File: config.mk
export PLATFORM = sky130hd
export DESIGN_NAME = ball_path_walker
export DESIGN_NICKNAME = d
export VERILOG_FILES = /design/src/rtl/ball_path_walker.sv
export SDC_FILE = /design/constraint.sdc
export NUM_CORES = 1
export LEC_CHECK = 0
export ABC_AREA = 1
export ABC_CLOCK_PERIOD_IN_PS = 6300
export CAP_MARGIN = 25
export CORE_AREA = 8 8 165 167
export CTS_BUF_LIST = sky130_fd_sc_hd__clkbuf_2 sky130_fd_sc_hd__clkbuf_4 sky130_fd_sc_hd__clkbuf_8
export CTS_CLUSTER_SIZE = 12
export DETAILED_ROUTE_END_ITERATION = 6
export DIE_AREA = 0 0 173 175
export PLACE_DENSITY = 0.77
export SLEW_MARGIN = 20
export SYNTH_ARGS = -nofsm -noshare
export SYNTH_HDL_FRONTEND = slang
export SYNTH_SLANG_ARGS = --single-unit
File: constraint.sdc
create_clock -name clk -period 6.3 [get_ports clk]
set_input_delay 1.26 -clock clk [delete_from_list [all_inputs] [get_ports clk]]
set_output_delay 1.26 -clock clk [all_outputs]
set_load 0.02 [all_outputs]
File: src/rtl/ball_path_walker.sv
// Walks a ball sprite position along a list of path nodes, one pixel per
// step period, dwelling one step at each node before heading to the next.
module ball_path_walker #(
  parameter int unsigned NODES    = 20,
  parameter int unsigned STEP_DIV = 1
) (
  input  logic                  clk,
  input  logic                  reset,
  input  logic                  tick,
  input  logic                  start,
  input  logic                  pause,
  input  logic [4:0]            node_count,
  input  logic [10*NODES-1:0]   nodes_x,
  input  logic [10*NODES-1:0]   nodes_y,
  output logic [9:0]            next_x,
  output logic [9:0]            next_y,
  output logic [4:0]            node_idx,
  output logic                  busy,
  output logic                  done
);

  typedef enum logic [1:0] {IDLE, LOAD, MOVE, FINISH} state_t;

  localparam logic [7:0] DIV_LAST = 8'(STEP_DIV - 1);

  state_t     state_q;
  logic [9:0] x_q, y_q, tx_q, ty_q;
  logic [4:0] idx_q, cnt_q;
  logic [7:0] div_q;
  logic       busy_q, done_q;

  logic       step_en, at_target, last_hop;
  logic [5:0] tgt_i;
  logic [9:0] tgt_x, tgt_y, n0_x, n0_y, step_x, step_y;
  logic [4:0] cnt_eff;

  // Out-of-range node indices read as zero so LOAD may safely fetch node 1.
  function automatic logic [9:0] pick(input logic [10*NODES-1:0] v, input logic [5:0] i);
    logic [9:0] r;
    r = '0;
    if (32'(i) < NODES) r = v[10*i +: 10];
    return r;
  endfunction

  always_comb begin
    step_en   = tick && !pause && (state_q == MOVE) && (div_q == DIV_LAST);
    at_target = (x_q == tx_q) && (y_q == ty_q);
    last_hop  = (idx_q + 5'd1) == (cnt_q - 5'd1);
    tgt_i     = (state_q == LOAD) ? 6'd1 : 6'(idx_q) + 6'd2;
    tgt_x     = pick(nodes_x, tgt_i);
    tgt_y     = pick(nodes_y, tgt_i);
    n0_x      = nodes_x[9:0];
    n0_y      = nodes_y[9:0];
    cnt_eff   = (32'(node_count) > NODES) ? 5'(NODES) : node_count;

    step_x = x_q;
    if (x_q < tx_q)      step_x = x_q + 10'd1;
    else if (x_q > tx_q) step_x = x_q - 10'd1;
    step_y = y_q;
    if (y_q < ty_q)      step_y = y_q + 10'd1;
    else if (y_q > ty_q) step_y = y_q - 10'd1;
  end

  always_ff @(posedge clk) begin
    if (reset) begin
      state_q <= IDLE;
      x_q     <= '0;
      y_q     <= '0;
      tx_q    <= '0;
      ty_q    <= '0;
      idx_q   <= '0;
      cnt_q   <= '0;
      div_q   <= '0;
      busy_q  <= 1'b0;
      done_q  <= 1'b0;
    end else begin
      done_q <= 1'b0;
      case (state_q)
        IDLE: begin
          if (start) begin
            cnt_q   <= cnt_eff;
            div_q   <= '0;
            busy_q  <= 1'b1;
            state_q <= LOAD;
          end
        end
        LOAD: begin
          if (cnt_q != 5'd0) begin
            x_q <= n0_x;
            y_q <= n0_y;
          end
          idx_q   <= '0;
          busy_q  <= 1'b1;
          tx_q    <= tgt_x;
          ty_q    <= tgt_y;
          state_q <= (cnt_q <= 5'd1) ? FINISH : MOVE;
        end
        MOVE: begin
          if (tick && !pause) begin
            div_q <= step_en ? '0 : div_q + 8'd1;
            if (step_en) begin
              if (!at_target) begin
                x_q <= step_x;
                y_q <= step_y;
              end else begin
                // Arrival step is the dwell: advance index, then retarget or finish.
                idx_q <= idx_q + 5'd1;
                if (last_hop) begin
                  state_q <= FINISH;
                end else begin
                  tx_q <= tgt_x;
                  ty_q <= tgt_y;
                end
              end
            end
          end
        end
        FINISH: begin
          done_q  <= 1'b1;
          busy_q  <= 1'b0;
          state_q <= IDLE;
        end
        default: state_q <= IDLE;
      endcase
    end
  end

  assign next_x   = x_q;
  assign next_y   = y_q;
  assign node_idx = idx_q;
  assign busy     = busy_q;
  assign done     = done_q;

endmodule

==> results.yml, run 1 <==
status:
  status: "finished clean"
worst_setup_path:
  timing.rr.end: "tx_q[9]"
  arrival_ns: 4.08
  cp-end-kind: "flop"
  r2r_slack_ns: 2.52
  reg2regPathDepth: 9
  critPathLaunchType: "flop"
  worstPathMaxFanout: 139
  worst_r2r_startpoint: "node_idx[0]"
  critPathKind: "reg2reg"
  required_ns: 6.60
logic_synthesis:
  syn_avg_cell_area_um2: 5.042
  synth_top_family_by_area: "simple AND/OR/NAND/NOR gates"
  ys_seq_area_frac: 0.1445
  synthCells: 1704
  muxShareOfSynthArea: 0
  synthTopCellsByArea: "nand2_1 27%, dfxtp_1 14%, nand3_1 13%"
  ys_types: 32
  synth-warning-count: 0
  synth_top_cell_by_area: "nand2_1"
  synthesis.nets: 2164
  yosys.area_share.simple: 0.5189
  yosysTopAreaCellShare: 0.2687
  ys_seq_elements: 62
  synth_compound_area_frac: 0.1279
  synth_xor_area_frac: 0.01019
  syn_area_um2: 8592
  synthAdderAreaFrac: 0.07456
timing:
  fin_skew_ns: 0.01800
  worst_pin_slew_ns: 1.059
  hold_violations: 0
  report.final.slew_viol_count: 0
  period_share: 0.6001
  fin_tns_setup_ns: 0
  fmax_ghz: 0.2645
  setup_viol: 0
  rsz0062_at_grt: "no"
  max_slew_margin: 0.2917
  fin_crit_ns: 3.781
cts:
  numClockSinks: 62
  cts_resized: 0
  cts_buffer_depth: 2
  cts_hold_buf: 0
  clk_latency_ns: 0.37
  cts_made_buffers: 9
  cts_setup_buffers: 0
  htreeDepth: 3
  clk_pin_slew_worst_paths_ns: 0.08
  cts_tree: "built"
  ctsRootBufferMaster: "clkbuf_8"
power:
  ir_drop_mv: 0.2604
  netSwitchingPower_mw: 3.167
  netSwitchingFraction: 0.5690
  p_comb_frac: 0.808
  p_leak_nw: 6.405
  p_seq_frac: 0.119
  internal-power_mw: 2.399
  pwr-share-clk: 0.073
  p_per_area_nw_per_um2: 416.5
  fin_total_pwr_mw: 5.566
global_routing:
  grt-ovfl-total: 0
  grt_first_pass_wirelength_mm: 68.21
  globalRouteTotalUtil: 0.2835
  grt_pass1_vias: 11770
  grt_max_degree: 140
  grt_antenna_before_repair: 10
floorplan:
  die_area_um2: 30280
  initial_core_util: 0.3482
  fp.dieW_um: 173
  coreArea_um2: 24670
  die_y_um: 175
  ioPinCount: 437
  floorplan.rows: 58
drt:
  ant_nets: 0
  drc_errors: 0
  drtIter0Drc: 1019
  via_count: 12480
  routedWlPerCell_um: 18.81
  wirelength_mm: 45.34
  firstDrtPassIters: 5
  via_per_inst: 5.176
hold_path:
  whs_endpoint: "div_q[1]"
  worstHoldPathType: "reg2reg"
  hp-start: "div_q[1]"
  whs_path_depth: 2
layout:
  synthToLayoutAreaGrowth_pct: 55.51
  nets: 2530
  layout-drive-gt1-share: 0.02122
placement:
  gp_congestion: 0.9710
  portBuffers: 436
  place_hpwl_mm: 36.55
run:
  timing.max_cap.violations: 0
cell families after synthesis:
logic type / count (synthesis)
adders and majority gates: 50
and+or+nand+nor: 1097
AOI/OAI and AO/OA: 213
DFF: 62
xor gates and xnor gates: 10
buffers and inverters: 272
worst max-delay path, stage by stage, from the launching register on:
cell,delay (ns)
dfxtp_1,0.59
clkinv_2,0.63
nand2_8,0.80
buf_4,0.70
o21ai_0,0.34
a21oi_1,0.22
a21oi_1,0.06
nor2_1,0.11
nor2_1,0.05
nor2_1,0.07
how the worst max path moves through the flow:
stage	cells past startpoint	startpoint	endpoint	slack [ns]
after floorplan	14	next_x[9]	next_x[5]	3.52
after global placement	12	state_q[1]	tx_q[6]	2.27
after detailed placement	12	state_q[1]	ty_q[3]	2.58
after CTS	12	state_q[1]	ty_q[3]	2.53
after global routing	12	node_idx[0]	ty_q[3]	2.12
final	9	node_idx[0]	tx_q[9]	2.52
stage by stage:
| stage | util | setup WS (ns) | hold slack, ns | cell area [um^2] | cells |
|---|---|---|---|---|---|
| 2_1_floorplan | - | 3.518 | 0.4621 | 8592 | 1704 |
| 3_3_place_gp | 0.5302 | 2.272 | 0.4757 | 13080 | 2386 |
| 3_5_place_dp | 0.5307 | 2.576 | 0.4888 | 13090 | 2387 |
| 4_1_cts | 0.5397 | 2.532 | 0.4991 | 13320 | 2402 |
| 5_1_grt | 0.5415 | 2.120 | 0.5330 | 13360 | 2410 |
| 6_report | 0.5415 | 2.519 | 0.4957 | 13360 | 2410 |
sequential cells by signal, indices dropped and copies added (netlist names):
signal / count
div_q: 8
busy: 1
next_y: 10
cnt_q: 5
done: 1
tx_q: 10
state_q: 2
node_idx: 5
next_x: 10
ty_q: 10
layout by cell type, fill, tap and decap left out, drive strengths merged:
cell	count
a21o	2
and3	1
nand4	9
clkinv	3
nand3	227
xor2	5
fa	2
o21ai	89
a211oi	3
nor3b	1
diode	6
o41ai	1
a31oi	2
nor3	8
inv	176
or2	5
o211ai	1
dfxtp	62
nand2	616
buf	13
clkdlybuf4s50	436
clkbuf	10
o21bai	2
ha	48
clkinvlp	2
bufinv	2
xnor2	5
nor2	230
o21a	1
a21oi	112
Yosys cell counts:
library cell / n
a21o_1: 2
nor3b_1: 1
or2_2: 5
a21oi_1: 111
nand3_1: 227
nand4_1: 9
o21a_1: 1
buf_1: 17
o21bai_1: 2
ha_1: 48
inv_2: 3
xor2_1: 5
nand2_2: 1
nor2_1: 229
a21oi_2: 1
clkinv_1: 1
and3_1: 1
nor3_1: 8
o41ai_1: 1
xnor2_1: 5
fa_1: 2
o211ai_1: 1
nand2_1: 615
a211oi_1: 3
o21ai_0: 70
buf_2: 36
a31oi_1: 2
dfxtp_1: 62
nor2_2: 1
clkbuf_1: 41
inv_1: 174
o21ai_1: 19
layout make-up:
type,instances,area (um^2)
timing repair buffer,449,4482
fill,2552,11310
clock buffer,10,137.6
clock inverter,5,83.83
antenna,6,15.01
multi-input combinational,1370,6320
inverter,178,669.4
sequential,62,1241
tap,330,412.9
routing by layer:
layer	GRT usage	share of wire	vias to the layer above
met5	0	0.00097	-
met4	0.09845	0.029	8
met3	0.07080	0.081	81
met2	0.4972	0.48	567
met1	0.3310	0.41	5696
li1	-	-	6123
power by group through the flow:
stage | clock network, mW | registers (mW) | logic, mW
detailed placement | 0 | 0.676 | 4.43
floorplan | 0 | 0.688 | 3.12
global route | 0.428 | 0.683 | 5.07
CTS | 0.413 | 0.666 | 4.45
global placement | 0 | 0.671 | 4.36
finish | 0.406 | 0.665 | 4.49
(Power assumes the default switching activity.)
==> inputs of run 2 (changes only) <==
--- a/config.mk
+++ b/config.mk
@@ -6,14 +6,14 @@
 export NUM_CORES = 1
 export LEC_CHECK = 0
 export ABC_AREA = 1
-export ABC_CLOCK_PERIOD_IN_PS = 6300
+export ABC_CLOCK_PERIOD_IN_PS = 3700
 export CAP_MARGIN = 25
-export CORE_AREA = 8 8 165 167
+export CORE_AREA = 8 8 166 168
 export CTS_BUF_LIST = sky130_fd_sc_hd__clkbuf_2 sky130_fd_sc_hd__clkbuf_4 sky130_fd_sc_hd__clkbuf_8
 export CTS_CLUSTER_SIZE = 12
 export DETAILED_ROUTE_END_ITERATION = 6
-export DIE_AREA = 0 0 173 175
-export PLACE_DENSITY = 0.77
+export DIE_AREA = 0 0 174 176
+export PLACE_DENSITY = 0.76
 export SLEW_MARGIN = 20
 export SYNTH_ARGS = -nofsm -noshare
 export SYNTH_HDL_FRONTEND = slang
==> constraint.sdc (replaced) <==
create_clock -name clk -period 3.7 [get_ports clk]
set_input_delay 0.74 -clock clk [delete_from_list [all_inputs] [get_ports clk]]
set_output_delay 0.74 -clock clk [all_outputs]
set_load 0.02 [all_outputs]
==> results.yml, run 2 (same netlist as run 1, synthesis figures left out) <==
status:
  status: "finished, violations left"
  failed_checks: "design-rule violations"
layout:
  area.sequential_um2: 1241
  utilization: 0.5422
  num-fill-cells: 2560
  layout_common_cells: "615 x nand2_1, 436 x clkdlybuf4s50_1, 227 x nor2_1, 227 x nand3_1, 174 x inv_1"
  layout-drive-gt1-share: 0.02587
  multi_input_comb_area_um2: 6314
  synthToLayoutAreaGrowth_pct: 56.62
  final_common_cell: "nand2_1"
  nets: 2542
  design_area_um2: 13460
drt:
  firstDrtPassIters: 7
  met3_length_mm: 3.465
  wirelength_mm: 45.15
  via_per_inst: 5.057
  m1WireLength_mm: 18.08
  ant_nets: 0
  via_count: 12240
  drtIter0Drc: 869
  routedWlPerCell_um: 18.66
  wl_met2_mm: 22.56
  dr.max_layer_used: "met5"
  drc_errors: 1
placement:
  place_hpwl_mm: 36.61
  gp_congestion: 0.9295
  portBuffers: 436
  dpl_cell_area_um2: 13250
worst_setup_path:
  timing.rr.end: "next_y[8]"
  startpoint: "ty_q[9]"
  critPathCapture: "next_y[8]"
  critPathKind: "reg2reg"
  cp_slowest_stage_delay_ns: 0.42
  reg2regPathDepth: 16
  worstPathCellList: "inv_1 -> ha_1 -> nand2_1 -> nor2_1 -> nand3_1 -> nand3_1 -> inv_1 -> fa_1 -> o21ai_0 -> nand4_1 -> nand2_1 -> nand2_1 -> nand3_1 -> o21ai_0 -> nand2_1 -> a21oi_1"
  worst_r2r_startpoint: "ty_q[9]"
  slowest_stage: "fa_1"
  arrival_ns: 3.29
  required_ns: 3.93
  r2r_slack_ns: 0.63
  critPathLaunchType: "flop"
  cp_common_cell: "nand2_1"
  cp-end-kind: "flop"
  worstPathMaxFanout: 11
cts:
  cts_setup_buffers: 0
  clk_pin_slew_worst_paths_ns: 0.08
  cts_tree: "built"
  cts_resized: 0
  ctsRootBufferMaster: "clkbuf_8"
  numClockSinks: 62
  clk_latency_ns: 0.36
  cts_made_buffers: 9
  htreeDepth: 3
  cts_buffer_depth: 2
  cts_hold_buf: 0
global_routing:
  grt_pass1_vias: 11950
  grt_first_pass_wirelength_mm: 67.96
  grt_antenna_before_repair: 4
  grt_max_degree: 99
  grt-ovfl-total: 0
  globalRouteTotalUtil: 0.2793
timing:
  report.final.slew_viol_count: 0
  fin_crit_ns: 3.067
  rsz0062_at_grt: "no"
  fmax_ghz: 0.3260
  fin_skew_ns: 0.009840
  setup_viol: 0
  hold_slack_ns: 0.4978
  period_share: 0.8290
  hold_violations: 0
  max_slew_margin: 0.4777
  fin_tns_setup_ns: 0
  worst_pin_slew_ns: 0.7813
hold_path:
  worstHoldPathType: "reg2reg"
floorplan:
  ioPinCount: 437
  initial_core_util: 0.3462
  fp.dieW_um: 174
  floorplan.rows: 58
  coreArea_um2: 24820
  die_y_um: 176
  die_area_um2: 30620
power:
  p_leak_nw: 6.471
  ir_drop_mv: 0.4943
  p_per_area_nw_per_um2: 716.7
  fin_total_pwr_mw: 9.644
run:
  timing.max_cap.violations: 0
## run 2: cell types whose count changed in the layout (fill, tap and decap cells not counted), sizes merged
cell	change
buf	+12
clkbuf	-1
clkinvlp	-1
bufinv	-1
clkinv	+3
diode	-3
inv	+1
## run 2: per-layer routing
layer / GRT usage / vias up
met4: 0.06163 / 6
met5: 0 / -
met1: 0.3231 / 5520
met3: 0.05661 / 61
met2: 0.5210 / 508
li1: - / 6143
## run 2: per-stage QoR
stage / std cells / setup WS (ns)
3_3_place_gp: 2401 / 0.7688
2_1_floorplan: 1704 / 0.9179
6_report: 2420 / 0.6326
3_5_place_dp: 2401 / 0.6495
5_1_grt: 2418 / 0.3313
4_1_cts: 2417 / 0.6353
## run 2: worst min-delay path by stage
stage / endpoint / cells after the start / from / slack, ns
after floorplan: div_q[1] / 2 / div_q[1] / 0.46
after global placement: div_q[1] / 2 / div_q[1] / 0.48
after detailed placement: div_q[1] / 2 / div_q[1] / 0.49
after CTS: div_q[1] / 2 / div_q[1] / 0.50
after global routing: div_q[1] / 2 / div_q[1] / 0.53
final: div_q[1] / 2 / div_q[1] / 0.50
## run 2: layout make-up
| type | instances | area share |
|---|---|---|
| Tap cell | 330 | 0.03068 |
| Sequential cell | 62 | 0.09224 |
| Antenna cell | 3 | 0.0005579 |
| Timing Repair Buffer | 461 | 0.3429 |
| Inverter | 178 | 0.04974 |
| Multi-Input combinational cell | 1370 | 0.4692 |
| Clock inverter | 7 | 0.005486 |
| Clock buffer | 9 | 0.009205 |
## run 2: critical path, delay by kind of cell (launching register included)
| kind | cells | cell delay [ns] |
|---|---|---|
| and+or+nand+nor | 9 | 1.22 |
| adders and majority gates | 2 | 0.70 |
| buffers and inverters | 2 | 0.15 |
| DFF | 1 | 0.34 |
| AOI/OAI and AO/OA | 3 | 0.51 |
## run 2: power by group
| group | total (mW) | switching [mW] | internal, mW |
|---|---|---|---|
| clock | 0.632 | 0.319 | 0.313 |
| sequential | 1.10 | 0.207 | 0.891 |
| combinational | 7.91 | 5.00 | 2.91 |
| total | 9.64 | 5.53 | 4.11 |
==> RTL edit: new RTL, settings of run 1 <==
Add an input register stage for `node_count`, cleared by the reset; this delays it by one clock. The other inputs are not delayed to match.
--- a/src/rtl/ball_path_walker.sv
+++ b/src/rtl/ball_path_walker.sv
@@ -24,2 +24,12 @@
   localparam logic [7:0] DIV_LAST = 8'(STEP_DIV - 1);
+
+  logic [4:0] node_count_q;
+
+  always_ff @(posedge clk) begin
+    if (reset) begin
+      node_count_q <= '0;
+    end else begin
+      node_count_q <= node_count;
+    end
+  end
 
@@ -53,3 +63,3 @@
     n0_y      = nodes_y[9:0];
-    cnt_eff   = (32'(node_count) > NODES) ? 5'(NODES) : node_count;
+    cnt_eff   = (32'(node_count_q) > NODES) ? 5'(NODES) : node_count_q;
 
Function: changed (a bounded check fails within 4 cycles, from zero or initial values and one cycle with reset high).
==> RTL edit against run 1 <==
Setup slack improved by 0.15 ns. Largest power group unchanged. Combinational power grew 14%. Synthesized area fell by 0.70%. Hold slack lost 0.026 ns. Via count fell by 3.1%. Routed wire length is 2.3% lower. Non-clock buffer count shrank 1. Sequential cell count is 5 higher. Cell area is 1.7% lower. Clock power fell by 15%. Power grew 11%. Highest routed layer unchanged.
==> RTL edit: results (changes against run 1) <==
| Metric | Value |
|---|---|
| Outcome | finished clean |
| Pin count of the biggest net entering global routing | 146 (+4.3%) |
| Critical Path Fanout Max | 21 (-85%) |
| Crit path DAT | 3.92 ns (-0.16 ns) |
| Initial DRC count | 1111 (+9.0%) |
| All-Layer GR Usage | 0.2786 (-0.004952) |
| Wire per inst | 19.14 um (+1.7%) |
| Final nets | 2436 (-3.7%) |
| Hold Path Class | reg2reg |
| M2 GR Usage | 0.4851 (-0.01214) |
| Pleak | 0.005877 uW (-8.2%) |
| Routed WL | 44300 um (-2.3%) |
| Critical Path Slowest Stage Cell | nor2_2 |
| Met3 wire length | 3282 um (-10%) |
| Antenna violations before repair | 6 (-4) |
| DP HPWL | 35290 um (-3.4%) |
| Ys Warns | 0 (unchanged) |
| Postcts setup bufs | 0 (unchanged) |
| GR met1 Demand/Resource | 0.3394 (+0.008415) |
| CTS Buffer Depth | 2 (unchanged) |
| Clock latency on the worst-skew pair | 0.37 ns (about the same) |
| Drt pass-1 iters | 6 (+1) |
| Vias post-DR | 12090 (-3.1%) |
| Worst-case vdd ir drop | 0.0003671 V (+41%) |
| Combinational share of power | 0.829 (+0.021) |
| Share of cells above drive strength 1 | 0.02473 (+0.003520) |
| First-pass GRT wire length | 67410 um (-1.2%) |
| # resized after CTS | 0 (unchanged) |
| Slew HR | 0.3837 (+0.09200) |
| Post-route clock skew | 0.007151 ns (-0.01085 ns) |
| Yosys cell types | 35 (+9.4%) |
| CTS Hold Bufs | 0 (unchanged) |
| M1 wire length | 18580 um (+0.32%) |
| CTS clk-pin slew, worst paths | 0.08 ns (about the same) |
| Met2 Wirelength | 21050 um (-3.4%) |
| CP max stage delay | 0.83 ns (+0.03 ns) |
| Top post-synthesis cells by area | nand2_1 29%, nand3_1 17%, dfxtp_1 16% |
| Global Route met3 Usage | 0.05979 (-0.01101) |
| GRT overflow | 0 (unchanged) |
| Synth cell count leaders | 654 x nand2_1, 285 x nand3_1, 114 x inv_1 |
| Syn_nets | 2074 (-4.2%) |
| Gpl congestion | 0.9177 (-5.5%) |
| Setup total negative slack | 0 ns (unchanged) |
| Post-synthesis sequential area ratio | 0.1572 (+0.01275) |
| Clk. pwr | 346 uW (-15%) |
| Syn Area/Cell | 5.286 um2 (+4.8%) |
| CP top delay family | simple AND/OR/NAND/NOR gates |
| Placed cells | 2294 (-3.9%) |
| Sw Ratio | 0.5920 (+0.02307) |
-- RTL edit: changes by cell type after synthesis, moves of 12 or more --
cell / delta
nor2_1: -125
o21ai_1: -18
nand2_1: +39
a21oi_1: -23
nand3_1: +58
o22ai_1: +20
buf_4: +20
buf_1: -12
inv_1: -60
-- RTL edit: worst paths after layout --
kind	end	depth (start not counted)	slack (ns)	start
setup / recovery	ty_q[8]	11	2.67	tick
hold / removal	tx_q[4]	2	0.47	tx_q[4]
setup reg to reg	ty_q[8]	11	2.68	state_q[1]
hold reg to reg	tx_q[4]	2	0.47	tx_q[4]
-- RTL edit: kinds of logic after synthesis --
| family | after synthesis | synth area share |
|---|---|---|
| adders and majority gates | 50 | 0.07508 |
| DFF | 67 | 0.1572 |
| and+or+nand+nor | 1076 | 0.5254 |
| buffers and inverters | 216 | 0.1104 |
| xor gates and xnor gates | 7 | 0.007186 |
| AOI/OAI and AO/OA | 198 | 0.1247 |
-- RTL edit: cell type report --
type,instances,area (um2)
fill,2562,11540
multi-input combinational,1331,6277
timing repair buffer,448,4462
sequential,67,1341
inverter,119,447.9
tap,330,412.9
clock buffer,9,123.9
clock inverter,7,57.56
antenna,4,10.01
-- RTL edit: per-stage QoR --
| step | setup slack, ns | power, uW | cell area (um2) | hold slack, ns | utilization |
|---|---|---|---|---|---|
| 5_1_grt | 2.280 | 6820 | 13130 | 0.4904 | 0.5323 |
| 4_1_cts | 2.626 | 6115 | 13100 | 0.4681 | 0.5310 |
| 3_3_place_gp | 2.413 | 5683 | 12920 | 0.4568 | 0.5237 |
| 2_1_floorplan | 3.582 | 4348 | 8532 | 0.4445 | - |
| 6_report | 2.669 | 6151 | 13130 | 0.4693 | 0.5323 |
| 3_5_place_dp | 2.322 | 5750 | 12920 | 0.4552 | 0.5237 |
